`config.mk`:
```
export PLATFORM = sky130hd
export DESIGN_NAME = user_wb_timer_gpio
export DESIGN_NICKNAME = d
export VERILOG_FILES = /design/src/rtl/user_wb_timer_gpio.sv
export SDC_FILE = /design/constraint.sdc
export NUM_CORES = 1
export LEC_CHECK = 0
export ABC_CLOCK_PERIOD_IN_PS = 2700
export CAP_MARGIN = 20
export CELL_PAD_IN_SITES_DETAIL_PLACEMENT = 1
export CELL_PAD_IN_SITES_GLOBAL_PLACEMENT = 2
export CORE_UTILIZATION = 30
export DETAILED_ROUTE_END_ITERATION = 8
export GPL_TIMING_DRIVEN = 0
export PLACE_DENSITY_LB_ADDON = 0.1
export SLEW_MARGIN = 20
export SYNTH_ARGS = -nofsm -noshare
export SYNTH_HDL_FRONTEND = slang
export SYNTH_SLANG_ARGS = --single-unit
```
`constraint.sdc`:
```
create_clock -name wb_clk_i -period 2.7 [get_ports wb_clk_i]
set_input_delay 0.54 -clock wb_clk_i [delete_from_list [all_inputs] [get_ports wb_clk_i]]
set_output_delay 0.54 -clock wb_clk_i [all_outputs]
set_load 0.02 [all_outputs]
```
`src/rtl/user_wb_timer_gpio.sv`:
```
// User-space Wishbone classic slave: GPIO pad registers plus a reloadable
// 32-bit down-counter timer whose FIRED flag drives irq_o.
module user_wb_timer_gpio #(
    parameter int          IO_W     = 38,
    parameter logic [31:0] ADR_BASE = 32'h3000_0000
) (
    input  logic            wb_clk_i,
    input  logic            wb_rst_ni,
    input  logic            wbs_cyc_i,
    input  logic            wbs_stb_i,
    input  logic            wbs_we_i,
    input  logic [3:0]      wbs_sel_i,
    input  logic [31:0]     wbs_adr_i,
    input  logic [31:0]     wbs_dat_i,
    output logic            wbs_ack_o,
    output logic [31:0]     wbs_dat_o,
    input  logic [IO_W-1:0] io_in,
    output logic [IO_W-1:0] io_out,
    output logic [IO_W-1:0] io_oeb,
    output logic            irq_o
);
    typedef enum logic {IDLE, RUN} timer_state_t;

    timer_state_t    state;
    logic [IO_W-1:0] gpio_out, gpio_oeb, in_meta, in_sync;
    logic [IO_W-1:0] out_merged, oeb_merged;
    logic [2:0]      ctrl, ctrl_merged;
    logic [31:0]     load, load_merged, value, rdata;
    logic            fired, irq;
    logic            hit, hi_half, req, wr;
    logic [2:0]      off;
    logic            wr_out_lo, wr_out_hi, wr_oeb_lo, wr_oeb_hi;
    logic            wr_ctrl, wr_load, w1c;
    logic            start, stop, terminal;
    logic            unused_adr;

    // The window spans 64 bytes so adr[5] can select the alias holding pad bits [IO_W-1:32].
    assign hit       = wbs_adr_i[31:6] == ADR_BASE[31:6];
    assign hi_half   = wbs_adr_i[5];
    assign off       = wbs_adr_i[4:2];
    assign unused_adr = ^wbs_adr_i[1:0];
    assign req       = wbs_cyc_i & wbs_stb_i & ~wbs_ack_o;
    assign wr        = req & wbs_we_i & hit;
    assign wr_out_lo = wr & ~hi_half & (off == 3'd0);
    assign wr_out_hi = wr &  hi_half & (off == 3'd0);
    assign wr_oeb_lo = wr & ~hi_half & (off == 3'd1);
    assign wr_oeb_hi = wr &  hi_half & (off == 3'd1);
    assign wr_ctrl   = wr & ~hi_half & (off == 3'd3);
    assign wr_load   = wr & ~hi_half & (off == 3'd4);
    assign w1c       = wr & ~hi_half & (off == 3'd6) & wbs_sel_i[0] & wbs_dat_i[0];

    always_comb begin
        out_merged  = gpio_out;
        oeb_merged  = gpio_oeb;
        load_merged = load;
        for (int i = 0; i < IO_W; i++) begin
            if (wbs_sel_i[(i % 32) / 8]) begin
                out_merged[i] = wbs_dat_i[i % 32];
                oeb_merged[i] = wbs_dat_i[i % 32];
            end
        end
        for (int b = 0; b < 4; b++) begin
            if (wbs_sel_i[b]) begin
                load_merged[8*b +: 8] = wbs_dat_i[8*b +: 8];
            end
        end
        ctrl_merged = wbs_sel_i[0] ? wbs_dat_i[2:0] : ctrl;
    end

    assign start    = (state == IDLE) & wr_ctrl & ctrl_merged[0];
    assign stop     = (state == RUN) & wr_ctrl & ~ctrl_merged[0];
    assign terminal = (state == RUN) & ~stop & (value == 32'd0);

    always_comb begin
        rdata = '0;
        if (hit) begin
            if (hi_half) begin
                case (off)
                    3'd0:    rdata = 32'(gpio_out[IO_W-1:32]);
                    3'd1:    rdata = 32'(gpio_oeb[IO_W-1:32]);
                    3'd2:    rdata = 32'(in_sync[IO_W-1:32]);
                    default: rdata = '0;
                endcase
            end else begin
                case (off)
                    3'd0:    rdata = gpio_out[31:0];
                    3'd1:    rdata = gpio_oeb[31:0];
                    3'd2:    rdata = in_sync[31:0];
                    3'd3:    rdata = {29'd0, ctrl};
                    3'd4:    rdata = load;
                    3'd5:    rdata = value;
                    3'd6:    rdata = {31'd0, fired};
                    default: rdata = '0;
                endcase
            end
        end
    end

    // Timer updates follow the bus writes so a one-shot terminal count can clear EN last.
    always_ff @(posedge wb_clk_i or negedge wb_rst_ni) begin
        if (!wb_rst_ni) begin
            wbs_ack_o <= 1'b0;
            wbs_dat_o <= '0;
            gpio_out  <= '0;
            gpio_oeb  <= '1;
            in_meta   <= '0;
            in_sync   <= '0;
            ctrl      <= '0;
            load      <= '0;
            value     <= '0;
            fired     <= 1'b0;
            irq       <= 1'b0;
            state     <= IDLE;
        end else begin
            wbs_ack_o <= req;
            wbs_dat_o <= req ? rdata : '0;
            in_meta   <= io_in;
            in_sync   <= in_meta;
            if (wr_out_lo) gpio_out[31:0]      <= out_merged[31:0];
            if (wr_out_hi) gpio_out[IO_W-1:32] <= out_merged[IO_W-1:32];
            if (wr_oeb_lo) gpio_oeb[31:0]      <= oeb_merged[31:0];
            if (wr_oeb_hi) gpio_oeb[IO_W-1:32] <= oeb_merged[IO_W-1:32];
            if (wr_ctrl)   ctrl <= ctrl_merged;
            if (wr_load)   load <= load_merged;
            fired <= (fired & ~w1c) | terminal;
            irq   <= fired & ctrl[2];
            case (state)
                IDLE: begin
                    if (start) begin
                        value <= load;
                        state <= RUN;
                    end
                end
                RUN: begin
                    if (stop) begin
                        state <= IDLE;
                    end else if (value == 32'd0) begin
                        if (ctrl[1]) begin
                            value <= load;
                        end else begin
                            ctrl[0] <= 1'b0;
                            state   <= IDLE;
                        end
                    end else begin
                        value <= value - 32'd1;
                    end
                end
                default: state <= IDLE;
            endcase
        end
    end

    assign io_out = gpio_out;
    assign io_oeb = gpio_oeb;
    assign irq_o  = irq;
endmodule

```
==> impl_table.tex <==
\begin{tabular}{lr}
\hline
Metric & Value \\
\hline
\multicolumn{2}{l}{\textbf{Outcome}} \\
Status & complete, but fails checks \\
Violations in the final reports & negative setup slack \\
\multicolumn{2}{l}{\textbf{Yosys}} \\
Flip-flop cell with the highest count after synthesis & dfrtp\_1 \\
Number of instances in the synthesized netlist & between 800 and 900 \\
Async set or reset register ratio after synthesis & 1.00 \\
Synthesis warning total & 0 \\
Dominant combinational cell family by area after synthesis & multiplexers \\
Simple-gate area share of the yosys netlist & 0.106 \\
Number of enable flip-flop cells after synthesis & 0 \\
Post-synthesis net count & around 1,000 \\
Multiplexer area fraction after synthesis & 0.149 \\
Sequential share of the synthesized area & 0.593 \\
Number of different library cells in the post-synthesis netlist & 62 \\
Post-synthesis area per instance & 12.5 sq um \\
XOR/XNOR share of the synthesized area & 0 \\
Adder and majority gate portion of the synthesized area & 0.00231 \\
Post-synthesis compound-gate area fraction & 0.124 \\
Count of state elements after synthesis & around 260 \\
Post-synthesis instance area & $\sim$0.011 sq mm \\
\multicolumn{2}{l}{\textbf{Place}} \\
DP Wirelength & 24.8 mm \\
Buffers added on ports & 214 \\
Gp weighted congestion & roughly 0.8 \\
\multicolumn{2}{l}{\textbf{Global routing}} \\
Global-route wire length before repair & between 50 and 60 mm \\
Via count of the first global-routing pass & approximately 9,000 \\
Total global routing track utilization & 0.195 \\
Initial antenna violation count & 0 \\
GRT overflow & 0 \\
Maximum number of pins on one net before global-route repair & 89 \\
\multicolumn{2}{l}{\textbf{Clock network}} \\
H-tree depth & 1 \\
Clock tree from TritonCTS & yes \\
Root buffer cell & clkbuf\_16 \\
Clock-pin slew reported for the worst setup and hold paths after clock tree synthesis & about 0.060 ns \\
Buffer depth of the longest clock path & 3 \\
Clock buffers created by TritonCTS & 30 \\
Worst skew pair latency & around 0.56 ns \\
\# clock sinks & around 260 \\
\multicolumn{2}{l}{\textbf{Die}} \\
Area of the core region & 0.0356 sq mm \\
Initial core utilization & 0.305 \\
Number of cell rows & 69 \\
Horizontal die dimension & approximately 190 um \\
Count of pins on the block boundary & $\sim$220 \\
Die outline height & $\sim$190 um \\
Overall die area & 0.0369 sq mm \\
\multicolumn{2}{l}{\textbf{Power}} \\
Peak ir drop on the vdd network & between 0.4 and 0.5 mV \\
Combinational fraction of design power & 0.049 \\
Internal power & around 6.7 mW \\
Switching power share of the total & 0.218 \\
Power per standard cell area & around 570 mW/mm\^{}2 \\
Net load switching power & roughly 1.9 mW \\
Share of power burned in the clock network & 0.495 \\
P\_leak & roughly 6.2 nW \\
Sequential group share of total power & 0.455 \\
Post-layout total power & $\sim$8.6 mW \\
\multicolumn{2}{l}{\textbf{STA}} \\
Final-report hold violation count & 0 \\
Post-layout min period & $\sim$2.7 ns \\
Maximum achievable frequency & approximately 360 MHz \\
Normalized max-slew margin & 0.435 \\
Final worst path period share & 1.02 \\
Number of pins with negative max-slew slack in the final report & 0 \\
Worst Tran Pin Value & 0.847 ns \\
Worst Skew & between 0.01 and 0.015 ns \\
Setup TNS after final layout & -0.0837 ns \\
RSZ-0062 raised after global routing & yes \\
Count of endpoints failing setup in the final report & 3 \\
PnR worst setup slack & -0.0493 ns \\
\multicolumn{2}{l}{\textbf{Cells and area}} \\
Area growth from synthesis to final layout & 39.0\% \\
Layout net count & 1,240 \\
Count of inserted antenna diode cells & 0 \\
Fraction of layout instances using a drive strength above 1 & 0.277 \\
Leading cell type in the layout, fill and taps excluded & dfrtp\_1 \\
Most frequent cells in the layout & dfrtp\_1, clkdlybuf4s50\_1, mux2\_2 \\
\multicolumn{2}{l}{\textbf{Setup path}} \\
Critical Path End Type & register \\
Endpoint arrival time on the critical path & $\sim$3.2 ns \\
Required time reported for the critical path endpoint & $\sim$3.1 ns \\
Type of the worst setup path & reg -> reg \\
Worst Setup Start Kind & register \\
Crit path max fanout & 4 \\
\multicolumn{2}{l}{\textbf{Route}} \\
Detailed Routing Iterations Pass 1 & 5 \\
Number of vias per cell after detailed routing & $\sim$5.2 \\
Detailed Route WL & roughly 35 mm \\
WL per Instance & around 22 um \\
Vias & $\sim$8,300 \\
DRC violation count after routing & 0 \\
Final ANT Viol Nets & 0 \\
First-iteration detailed-routing DRC count & 415 \\
\multicolumn{2}{l}{\textbf{Flow run}} \\
Number of maximum-capacitance constraint violations & 0 \\
\multicolumn{2}{l}{\textbf{Hold path}} \\
Hold/Removal Path Class & reg -> reg \\
\hline
\end{tabular}
flip-flops by register name (all words and copies together), names as in the netlist:
| register | flops |
|---|---|
| in_meta | 38 |
| in_sync | 38 |
| io_oeb | 38 |
| io_out | 38 |
| load | 32 |
| value | 32 |
| wbs_dat_o | 32 |
| ctrl | 3 |
| fired | 1 |
| irq_o | 1 |
| state | 1 |
| wbs_ack_o | 1 |
worst paths after layout:
check                                       from                endpoint  slack (ns)  cells after the start
max in group asynchronous              wb_rst_ni  io_oeb[22]$_DFFE_PN1P_        0.79                      4
setup reg to reg           value[17]$_DFFE_PN0P_   value[27]$_DFFE_PN0P_       -0.05                      6
min in group asynchronous              wb_rst_ni   in_sync[34]$_DFF_PN0_        0.54                      2
hold / removal             in_meta[18]$_DFF_PN0_   in_sync[18]$_DFF_PN0_        0.35                      0
hold reg to reg            in_meta[18]$_DFF_PN0_   in_sync[18]$_DFF_PN0_        0.35                      0
setup / recovery           value[17]$_DFFE_PN0P_   value[27]$_DFFE_PN0P_       -0.05                      6
power groups by stage:
stage / logic, mW / registers [mW] / clock network [mW]
2_1_floorplan: 0.0905 / 3.96 / 0
3_3_place_gp: 0.414 / 3.97 / 0
3_5_place_dp: 0.427 / 3.97 / 0
4_1_cts: 0.434 / 3.90 / 4.37
5_1_grt: 0.467 / 3.90 / 4.53
6_report: 0.423 / 3.90 / 4.24
per-layer routing:
metal / part of all wire / GRT usage
met1: 0.47 / 0.279
met2: 0.47 / 0.318
met3: 0.039 / 0.0254
met4: 0.012 / 0.0345
met5: 0 / 0
timing repair:
| action | CTS | global route |
|---|---|---|
| resized for setup | 43 | 50 |
| buffers inserted | 8 | 6 |
| hold buffers | 1 | 0 |
| endpoints found under the hold margin | 5 | 0 |
| setup endpoints to repair | 122 | 151 |
| pin swaps | 7 | 9 |
cell type report:
| type | count | area (sq um) |
|---|---|---|
| Clock inverter | 8 | 119 |
| Clock buffer | 48 | 930 |
| Inverter | 10 | 37.5 |
| Multi-Input combinational cell | 549 | 4360 |
| Timing Repair Buffer | 232 | 2350 |
| Fill cell | 3787 | 20500 |
| Buffer | 49 | 272 |
| Sequential cell | 255 | 6430 |
| Tap cell | 461 | 577 |
synth_stat cells (8+ instances only):
| cell type | n | share of area |
|---|---|---|
| a21oi_1 | 28 | 0.013 |
| a221oi_1 | 29 | 0.023 |
| a22oi_1 | 38 | 0.026 |
| clkbuf_1 | 40 | 0.014 |
| dfrtp_1 | 217 | 0.50 |
| dfstp_2 | 38 | 0.092 |
| inv_1 | 9 | 0.0031 |
| mux2_2 | 142 | 0.15 |
| nand2_1 | 34 | 0.012 |
| nand3_1 | 28 | 0.013 |
| nand4_1 | 8 | 0.0046 |
| nor2_1 | 66 | 0.023 |
| nor3_1 | 20 | 0.0092 |
| nor4_1 | 15 | 0.0087 |
| o21ai_0 | 15 | 0.0069 |
| o2bb2ai_1 | 23 | 0.019 |
| o31ai_1 | 8 | 0.0055 |
critical path: stages, from the launching register on:
cell and delay [ns]:
dfrtp_1 0.38, or4_4 0.56, or4_4 0.48, or4_4 0.61, nor4_4 0.26, a31oi_1 0.13
o22a_1 0.22
logic make-up after synthesis:
kind of cell	count (synthesis)
mux	144
flops	255
fa+ha+maj	2
simple gates	222
compound gates	181
buf+inv	66
metrics by stage:
stage	hold slack, ns	worst slack [ns]	utilization	instance area, sq um	cells
after detailed placement	0.336	-1.38	0.383	13600	1548
after floorplan	0.244	0.0231	-	10800	870
after global placement	0.332	-10.59	0.381	13600	1545
final	0.347	-0.0493	0.424	15100	1612
after global routing	0.351	-0.0828	0.424	15100	1612
after CTS	0.349	-0.0723	0.419	14900	1611
Note: power is estimated with default switching activity, not from simulation.
